<file path="src/rtl/field_write_arbiter.sv">
// Round-robin arbiter sharing one masked-write register among NREQ requesters.
// Define FIELD_WRITE_MERGE_EN to also grant later requesters with disjoint masks.
module field_write_arbiter #(
    parameter int               WIDTH     = 4,
    parameter int               NREQ      = 3,
    parameter logic [WIDTH-1:0] RESET_VAL = '0
) (
    input  logic                  CLK,
    input  logic                  RST_N,
    input  logic [NREQ-1:0]       REQ,
    input  logic [NREQ*WIDTH-1:0] WMASK,
    input  logic [NREQ*WIDTH-1:0] WDATA,
    output logic [NREQ-1:0]       GNT,
    output logic [WIDTH-1:0]      Q,
    output logic [WIDTH-1:0]      VALID,
    output logic                  BUSY,
    output logic [2:0]            LAST_ID
);

    typedef enum logic {
        IDLE  = 1'b0,
        GRANT = 1'b1
    } state_e;

    state_e            state_q, state_d;
    logic [NREQ-1:0]   gnt_q, gnt_d;
    logic [WIDTH-1:0]  q_q, q_d;
    logic [WIDTH-1:0]  valid_q, valid_d;
    logic [2:0]        last_id_q, last_id_d;
    logic [2:0]        ptr_q, ptr_d;

    logic [NREQ-1:0]   elig;
    logic [WIDTH-1:0]  used;
    logic              found;
    int                win;

    function automatic int wrap(input int v);
        return v % NREQ;
    endfunction

    // A requester granted last edge sits out this one.
    assign elig = REQ & ~gnt_q;

    always_comb begin
        found   = 1'b0;
        win     = 0;
        gnt_d   = '0;
        used    = '0;
        q_d     = q_q;
        valid_d = valid_q;

        for (int o = 0; o < NREQ; o++) begin
            for (int i = 0; i < NREQ; i++) begin
                if (!found && elig[i] && i == wrap(int'(ptr_q) + o)) begin
                    found = 1'b1;
                    win   = i;
                end
            end
        end

        for (int i = 0; i < NREQ; i++) begin
            if (found && i == win) begin
                gnt_d[i] = 1'b1;
                used     = WMASK[i*WIDTH +: WIDTH];
            end
        end

`ifdef FIELD_WRITE_MERGE_EN
        // Later requesters join only if their mask misses every bit taken so far.
        for (int o = 1; o < NREQ; o++) begin
            for (int i = 0; i < NREQ; i++) begin
                if (found && elig[i] && i == wrap(win + o) &&
                    (WMASK[i*WIDTH +: WIDTH] & used) == '0) begin
                    gnt_d[i] = 1'b1;
                    used     = used | WMASK[i*WIDTH +: WIDTH];
                end
            end
        end
`endif

        for (int i = 0; i < NREQ; i++) begin
            if (gnt_d[i]) begin
                q_d = (q_d & ~WMASK[i*WIDTH +: WIDTH]) |
                      (WDATA[i*WIDTH +: WIDTH] & WMASK[i*WIDTH +: WIDTH]);
                valid_d = valid_d | WMASK[i*WIDTH +: WIDTH];
            end
        end

        last_id_d = found ? 3'(win) : last_id_q;
        ptr_d     = found ? 3'(wrap(win + 1)) : ptr_q;
    end

    always_comb begin
        state_d = state_q;
        case (state_q)
            IDLE:    if (found) state_d = GRANT;
            GRANT:   if (!found) state_d = IDLE;
            default: state_d = IDLE;
        endcase
    end

    always_ff @(posedge CLK or negedge RST_N) begin
        if (!RST_N) begin
            state_q   <= IDLE;
            gnt_q     <= '0;
            q_q       <= RESET_VAL;
            valid_q   <= '0;
            last_id_q <= '0;
            ptr_q     <= '0;
        end else begin
            state_q   <= state_d;
            gnt_q     <= gnt_d;
            q_q       <= q_d;
            valid_q   <= valid_d;
            last_id_q <= last_id_d;
            ptr_q     <= ptr_d;
        end
    end

    assign GNT     = gnt_q;
    assign Q       = q_q;
    assign VALID   = valid_q;
    assign BUSY    = (state_q == GRANT);
    assign LAST_ID = last_id_q;

endmodule

</file>
<file path="config.mk">
export PLATFORM = sky130hd
export DESIGN_NAME = field_write_arbiter
export DESIGN_NICKNAME = d
export VERILOG_FILES = /design/src/rtl/field_write_arbiter.sv
export SDC_FILE = /design/constraint.sdc
export NUM_CORES = 1
export LEC_CHECK = 0
export ABC_AREA = 1
export CELL_PAD_IN_SITES_DETAIL_PLACEMENT = 1
export CELL_PAD_IN_SITES_GLOBAL_PLACEMENT = 1
export CORE_ASPECT_RATIO = 0.9
export CORE_MARGIN = 3
export CORE_UTILIZATION = 38
export CTS_BUF_LIST = sky130_fd_sc_hd__clkbuf_8
export DETAILED_ROUTE_END_ITERATION = 6
export GPL_TIMING_DRIVEN = 0
export PLACE_DENSITY = 0.91
export SKIP_LAST_GASP = 1
export SLEW_MARGIN = 10
export SYNTH_ARGS = -nofsm -noshare
export SYNTH_HDL_FRONTEND = slang
export SYNTH_SLANG_ARGS = --single-unit
</file>
<file path="constraint.sdc">
create_clock -name CLK -period 6.12 [get_ports CLK]
set_clock_uncertainty 0.05 [all_clocks]
set_input_delay 0.918 -clock CLK [delete_from_list [all_inputs] [get_ports CLK]]
set_output_delay 0.918 -clock CLK [all_outputs]
set_load 0.05 [all_outputs]
</file>
==> results.json, run 1 <==
{
  "slew_headroom_pct": 43.4,
  "synth_edf_count": 0,
  "cp-start-kind": "flip-flop",
  "route.vias.total": 2391,
  "synth_cell_type_count": 34,
  "ys_ff_latch": 17,
  "htreeDepth": 1,
  "coreArea_um2": 5470,
  "seqCellArea_um2": 425,
  "synthArstFlopShare_pct": 100,
  "final_common_cell": "nand2_1",
  "io_pins": 44,
  "grt_pass1_vias": 2568,
  "insertion_delay_ns": 0.26,
  "path_common_cell": "nand2_1",
  "drc": 0,
  "io_buffer_count": 42,
  "dieArea_um2": 6870,
  "synth_flop_cell": "dfrtp_1",
  "max_stage_delay_ns": 0.57,
  "cts_hold_buf": 0,
  "clock_path_buffers": 2,
  "rows": 25,
  "grt_start_max_net_pins": 18,
  "cts_sinks": 17,
  "ys_seq_area_share_pct": 18.9,
  "antenna_found_initial": 0,
  "cap_violations": 0,
  "setup-tns-final_ns": 0,
  "holdPathStages": 2,
  "cts_tree": "done",
  "hold_path_class": "flip-flop to flip-flop",
  "crit_cells": 32,
  "yosysWarningCount": 0,
  "dp_hpwl_mm": 5.87,
  "period_share_pct": 90.5,
  "critPathSlowestCell": "dfrtp_1",
  "maxSlewViolCount": 0,
  "r2r_cells": 32,
  "syn_nets": 390,
  "grt_pass1_wl_mm": 12.1,
  "worstSetupEndpointType": "flip-flop",
  "wl_mm": 7.11,
  "fin_nets": 437,
  "multi_input_comb_area_um2": 1530,
  "fmax_mhz": 181,
  "rsz0062_at_grt": "no",
  "cp.arrival_ns": 5.62,
  "path_buf_inv": 6,
  "vias_per_cell": 5.33,
  "grtUsageTotal_pct": 21.7,
  "setup_viol": 0,
  "die_w_um": 87.0,
  "initial_core_util_pct": 41.0,
  "crit_fanout": 9,
  "antennaDiodeCount": 0,
  "n_fill_cell": 735,
  "worst_pin_slew_ns": 0.846,
  "fin_crit_ns": 5.54,
  "routedWlPerCell_um": 15.8,
  "hold_viol_final": 0,
  "ant_nets": 0,
  "cp_top_family": "simple AND/OR/NAND/NOR gates",
  "areaGrowthSynthToFinish_pct": 24.5,
  "path_clk_slew_ns": 0.08,
  "cts_buffers": 3,
  "final_cell_mix": "85 x nand2_1, 52 x inv_1, 42 x clkdlybuf4s50_1, 39 x nand3_1, 25 x ha_1",
  "netlist_instances": 336,
  "first_iter_violations": 123,
  "drive_gt1_share_pct": 12.0,
  "die_height_um": 78.9,
  "place_congestion": 0.822,
  "critPathRequiredTime_ns": 6.20,
  "grt-ovfl-total": 0,
  "status": "finished clean",
  "cts_root_buf": "clkbuf_8",
  "avgSynthCellArea_um2": 6.68,
  "syn-cell-area_um2": 2250,
  "dr.pass1.iters": 4,
  "critPathKind": "flip-flop to flip-flop"
}
-- tightest hold or removal path, cell delays in order (launching register included) --
cell and delay (ns):
dfrtp_1 0.34, inv_1 0.05, nand4_1 0.07
-- flip-flops by register name, summed over array words and instances (netlist names) --
| name | flops |
|---|---|
| Q | 4 |
| VALID | 4 |
| GNT | 3 |
| ptr_q | 3 |
| LAST_ID | 2 |
| BUSY | 1 |
-- repair_timing --
| item | 4_1_cts | 5_1_grt |
|---|---|---|
| resized for setup | 0 | 1 |
| endpoints found under the setup margin | 0 | 9 |
| buffers inserted | 0 | 0 |
-- final timing paths --
kind | from | endpoint | slack [ns]
max reg2reg | ptr_q[1]$_DFFE_PN0N_ | Q[1]$_DFF_PN0_ | 0.58
min reg2reg | VALID[1]$_DFF_PN0_ | VALID[1]$_DFF_PN0_ | 0.45
max | ptr_q[1]$_DFFE_PN0N_ | Q[1]$_DFF_PN0_ | 0.58
min | VALID[1]$_DFF_PN0_ | VALID[1]$_DFF_PN0_ | 0.45
min in group asynchronous | RST_N | VALID[2]$_DFF_PN0_ | 1.09
max in group asynchronous | RST_N | Q[3]$_DFF_PN0_ | 4.40
-- cell type report --
| type | instances | share of cell area, % |
|---|---|---|
| clock inverter | 1 | 0.179 |
| tap | 67 | 3.00 |
| buffer | 7 | 2.01 |
| multi-input combinational | 250 | 54.8 |
| timing repair buffer | 42 | 15.0 |
| clock buffer | 3 | 1.48 |
| sequential | 17 | 15.2 |
| inverter | 62 | 8.32 |
-- routing by layer --
layer / up-vias / wire, µm / global-route usage (%)
li1: 1191 / - / -
met1: 1169 / 3360 / 28.8
met2: 25 / 3610 / 38.5
met3: 6 / 97 / 2.18
met4: 0 / 48 / 3.12
met5: - / 0 / 0
-- stage by stage --
step | instances | setup WS (ns) | utilization, % | area [µm²] | hold slack, ns
2_1_floorplan | 336 | 1.64 | - | 2250 | 0.572
3_3_place_gp | 445 | 0.876 | 50.2 | 2750 | 0.428
3_5_place_dp | 445 | 0.574 | 50.2 | 2750 | 0.436
4_1_cts | 449 | 0.449 | 51.1 | 2800 | 0.451
5_1_grt | 449 | 0.0949 | 51.1 | 2800 | 0.477
6_report | 449 | 0.584 | 51.1 | 2800 | 0.447
-- kinds of logic (layout without fill, tap and decap cells) --
kind of cell | after synthesis | in the layout | share of synthesized area (%)
AOI/OAI and AO/OA | 24 | 24 | 7.19
xor gates and xnor gates | 2 | 2 | 0.780
adders and majority gates | 25 | 25 | 13.9
buffers and inverters | 69 | 115 | 12.9
DFF | 17 | 17 | 18.9
other | 1 | 1 | 0.167
and+or+nand+nor | 198 | 198 | 46.1
-- synthesized netlist by cell type (2+ instances only) --
library cell / number / area (µm²)
inv_1: 52 / 195
o21ai_2: 4 / 35.0
nand3_4: 2 / 35.0
nand2_1: 85 / 319
a21oi_1: 4 / 20.0
buf_6: 3 / 33.8
nor2_4: 2 / 22.5
o21ai_1: 2 / 10.0
xor2_1: 2 / 17.5
clkinv_1: 4 / 15.0
o21ai_0: 8 / 40.0
clkbuf_1: 2 / 7.51
nand3_2: 7 / 70.1
dfrtp_1: 17 / 425
buf_4: 2 / 15.0
nand2_2: 6 / 37.5
nor2_1: 20 / 75.1
nand4_1: 23 / 144
nand3b_1: 5 / 37.5
inv_2: 6 / 22.5
nand3_1: 39 / 195
nand2_4: 4 / 45.0
ha_1: 25 / 313
o211ai_1: 2 / 15.0
Power of run 1 is not shown: default switching activity piles up to over one toggle a cycle in this logic, so the estimate is an artifact.
==> run 2, diff against run 1 <==
--- a/config.mk
+++ b/config.mk
@@ -10,11 +10,11 @@
 export CELL_PAD_IN_SITES_GLOBAL_PLACEMENT = 1
 export CORE_ASPECT_RATIO = 0.9
 export CORE_MARGIN = 3
-export CORE_UTILIZATION = 38
+export CORE_UTILIZATION = 35
 export CTS_BUF_LIST = sky130_fd_sc_hd__clkbuf_8
 export DETAILED_ROUTE_END_ITERATION = 6
 export GPL_TIMING_DRIVEN = 0
-export PLACE_DENSITY = 0.91
+export PLACE_DENSITY = 0.85
 export SKIP_LAST_GASP = 1
 export SLEW_MARGIN = 10
 export SYNTH_ARGS = -nofsm -noshare
==> results.json, run 2 (synthesis gave the netlist of run 1 again) <==
{
  "clock_path_buffers": 2,
  "hold_path_class": "flip-flop to flip-flop",
  "maxSlewViolCount": 0,
  "dieArea_um2": 7420,
  "setup_viol": 0,
  "vias_per_cell": 4.99,
  "path_common_cell": "nand2_1",
  "antenna_found_initial": 0,
  "antennaDiodeCount": 0,
  "cts_hold_buf": 0,
  "setup-tns-final_ns": 0,
  "initial_core_util_pct": 36.3,
  "areaGrowthSynthToFinish_pct": 25.6,
  "first_iter_violations": 66,
  "cap_violations": 0,
  "wl_mm": 6.66,
  "crit_fanout": 9,
  "dp_hpwl_mm": 5.70,
  "final_common_cell": "nand2_1",
  "die_w_um": 90.4,
  "htreeDepth": 1,
  "worstSetupEndpointType": "flip-flop",
  "max_stage_delay_ns": 0.55,
  "io_buffer_count": 42,
  "critPathSlowestCell": "dfrtp_1",
  "drive_gt1_share_pct": 12.0,
  "rsz0062_at_grt": "no",
  "drc": 0,
  "grt_pass1_vias": 2394,
  "path_clk_slew_ns": 0.07,
  "cp-start-kind": "flip-flop",
  "route.vias.total": 2339,
  "grt-ovfl-total": 0,
  "fmax_mhz": 183,
  "status": "finished clean",
  "stdcell_count": 469,
  "fin_nets": 437,
  "insertion_delay_ns": 0.26,
  "slew_headroom_pct": 43.7,
  "cts_tree": "done",
  "worst_pin_slew_ns": 0.841,
  "ant_nets": 0,
  "coreArea_um2": 6180,
  "place_congestion": 0.838,
  "dr.pass1.iters": 4,
  "cts_buffers": 3,
  "grtUsageTotal_pct": 18.3,
  "grt_pass1_wl_mm": 11.2,
  "io_pins": 44,
  "grt_start_max_net_pins": 18,
  "cts_sinks": 17,
  "period_share_pct": 89.2,
  "cts_root_buf": "clkbuf_8",
  "rows": 27,
  "critPathKind": "flip-flop to flip-flop",
  "cp.arrival_ns": 5.55,
  "routedWlPerCell_um": 14.2,
  "fin_crit_ns": 5.46,
  "hold_viol_final": 0,
  "placedCellCount": 465,
  "critPathRequiredTime_ns": 6.21,
  "die_height_um": 82.0,
  "final_cell_mix": "85 x nand2_1, 52 x inv_1, 42 x clkdlybuf4s50_1, 39 x nand3_1, 25 x ha_1"
}
==> run 2: cell counts in the layout (fill, tap and decap cells not counted) <==
Identical to the previous run, type by type.
==> run 2: per-layer routing <==
metal	track usage, %	up-vias	routed length [µm]
li1	-	1187	-
met1	24.6	1112	3210
met3	1.47	10	91
met5	0	-	0
met4	3.82	0	92
met2	32.6	30	3260
==> run 2: what timing repair did <==
action / 4_1_cts / 5_1_grt
setup endpoints to repair: 0 / 7
buffers inserted: 0 / 0
gates resized for setup: 0 / 1
==> run 2: final cells by class <==
type / instances / area (µm²)
multi-input cells: 250 / 1530
fillers: 817 / 3360
flip-flops and latches: 17 / 425
inverters: 62 / 233
plain buffers: 7 / 56.3
clock inverters: 1 / 5.00
clock buffers: 3 / 41.3
well taps: 87 / 109
repair buffers: 42 / 420
==> run 2: worst paths after layout <==
path | slack, ns | to | depth (start not counted) | startpoint
max in group asynchronous | 4.41 | Q[1]$_DFF_PN0_ | 1 | RST_N
min | 0.45 | VALID[0]$_DFF_PN0_ | 2 | VALID[0]$_DFF_PN0_
max reg2reg | 0.66 | Q[1]$_DFF_PN0_ | 31 | ptr_q[1]$_DFFE_PN0N_
min in group asynchronous | 1.09 | ptr_q[0]$_DFFE_PN0N_ | 1 | RST_N
max | 0.66 | Q[1]$_DFF_PN0_ | 31 | ptr_q[1]$_DFFE_PN0N_
min reg2reg | 0.45 | VALID[0]$_DFF_PN0_ | 2 | VALID[0]$_DFF_PN0_
==> run 2: worst max-delay path, delay by kind of cell, from the launching register on <==
kind,cells,cell delay (ns)
AOI/OAI and AO/OA,3,0.41
adders and majority gates,5,1.34
and+or+nand+nor,16,1.71
DFF,1,0.55
buffers and inverters,7,1.25
==> run 2: metrics by stage <==
step	hold slack [ns]	instance area, µm²	worst slack, ns	util, %
after floorplan	0.572	2250	1.64	-
after global placement	0.430	2780	0.805	44.9
after detailed placement	0.433	2780	0.588	44.9
after CTS	0.451	2820	0.502	45.6
after global routing	0.494	2820	0.0921	45.6
final	0.449	2820	0.662	45.6
Power of run 2 is left out for the same reason.
==> run 3, diff against run 2 <==
--- a/config.mk
+++ b/config.mk
@@ -14,6 +14,7 @@
 export CTS_BUF_LIST = sky130_fd_sc_hd__clkbuf_8
 export DETAILED_ROUTE_END_ITERATION = 6
 export GPL_TIMING_DRIVEN = 0
+export MAX_ROUTING_LAYER = met4
 export PLACE_DENSITY = 0.85
 export SKIP_LAST_GASP = 1
 export SLEW_MARGIN = 10
==> results.json, run 3 (synthesis gave the netlist of run 1 again) <==
{
  "io_buffer_count": 42,
  "cts_sinks": 17,
  "maxSlewViolCount": 0,
  "critPathKind": "flip-flop to flip-flop",
  "status": "finished clean",
  "cts_root_buf": "clkbuf_8",
  "cts-resized-gates": 0,
  "critPathSlowestCell": "dfrtp_1",
  "critPathRequiredTime_ns": 6.21,
  "period_share_pct": 88.9,
  "insertion_delay_ns": 0.26,
  "stdcell_count": 469,
  "place_area_um2": 2780,
  "first_iter_violations": 50,
  "path_common_cell": "nand2_1",
  "antennaDiodeCount": 0,
  "grtUsageTotal_pct": 18.9,
  "die_height_um": 82.0,
  "wl_mm": 6.66,
  "grt_pass1_wl_mm": 11.2,
  "grt_start_max_net_pins": 18,
  "cp.arrival_ns": 5.53,
  "clock_path_buffers": 2,
  "finalInstanceArea_um2": 2820,
  "fmax_mhz": 184,
  "path_clk_slew_ns": 0.07,
  "cp-start-kind": "flip-flop",
  "grt-ovfl-total": 0,
  "dr.pass1.iters": 4,
  "setup_viol": 0,
  "post_cts_buffers": 0,
  "dieArea_um2": 7420,
  "dp_hpwl_mm": 5.70,
  "io_pins": 44,
  "cts_buffers": 3,
  "vias_per_cell": 5.01,
  "die_w_um": 90.4,
  "route.vias.total": 2349,
  "cts_tree": "done",
  "final_cell_mix": "85 x nand2_1, 52 x inv_1, 42 x clkdlybuf4s50_1, 39 x nand3_1, 25 x ha_1",
  "cap_violations": 0,
  "cts_hold_buf": 0,
  "slew_headroom_pct": 43.7,
  "worst_pin_slew_ns": 0.842,
  "hold_path_class": "flip-flop to flip-flop",
  "htreeDepth": 1,
  "initial_core_util_pct": 36.3,
  "routedWlPerCell_um": 14.2,
  "rsz0062_at_grt": "no",
  "drive_gt1_share_pct": 12.0,
  "hold_viol_final": 0,
  "antenna_found_initial": 0,
  "grt_pass1_vias": 2392,
  "r2r_cells": 31,
  "drc": 0,
  "placedCellCount": 465,
  "n_fill_cell": 817,
  "final_common_cell": "nand2_1",
  "rows": 27,
  "max_stage_delay_ns": 0.55,
  "worstSetupEndpointType": "flip-flop",
  "holdPathStages": 2,
  "setup-tns-final_ns": 0,
  "coreArea_um2": 6180,
  "areaGrowthSynthToFinish_pct": 25.6,
  "whs_ns": 0.449,
  "crit_fanout": 9,
  "fin_crit_ns": 5.44,
  "place_congestion": 0.851,
  "ant_nets": 0,
  "fin_nets": 437
}
[run 3: cell counts in the layout (fill, tap and decap cells not counted)]
No cell type changed its count.
[run 3: metrics by stage]
stage / utilization (%) / setup WS, ns
2_1_floorplan: - / 1.64
3_3_place_gp: 44.9 / 0.805
3_5_place_dp: 44.9 / 0.588
4_1_cts: 45.6 / 0.502
5_1_grt: 45.6 / 0.0920
6_report: 45.6 / 0.682
[run 3: worst paths after layout]
kind / start / to / slack, ns
worst max register to register: ptr_q[1]$_DFFE_PN0N_ / Q[1]$_DFF_PN0_ / 0.68
worst min register to register: VALID[0]$_DFF_PN0_ / VALID[0]$_DFF_PN0_ / 0.45
min in group asynchronous: RST_N / ptr_q[1]$_DFFE_PN0N_ / 1.09
worst max-delay path: ptr_q[1]$_DFFE_PN0N_ / Q[1]$_DFF_PN0_ / 0.68
worst min-delay path: VALID[0]$_DFF_PN0_ / VALID[0]$_DFF_PN0_ / 0.45
max in group asynchronous: RST_N / Q[1]$_DFF_PN0_ / 4.41
[run 3: worst max-delay path: cells and delay by family (launching register included)]
kind,cells,cell delay (ns)
DFF,1,0.55
and+or+nand+nor,16,1.69
AOI/OAI and AO/OA,3,0.40
adders and majority gates,5,1.34
buffers and inverters,7,1.26
[run 3: area by class of cell]
| cell class | count | area, µm² | share of cell area, % |
|---|---|---|---|
| timing repair buffer | 42 | 420 | 14.9 |
| inverter | 62 | 233 | 8.25 |
| sequential | 17 | 425 | 15.1 |
| clock buffer | 3 | 41.3 | 1.46 |
| multi-input combinational | 250 | 1530 | 54.3 |
| buffer | 7 | 56.3 | 2.00 |
| tap | 87 | 109 | 3.86 |
| clock inverter | 1 | 5.00 | 0.177 |
[run 3: routing by layer]
layer	vias up	global-route usage [%]	routed length, µm
met5	-	-	0
met4	0	3.82	72
met3	8	1.47	81
met2	27	32.6	3280
met1	1125	24.6	3230
li1	1189	-	-
Power of run 3 is left out for the same reason.
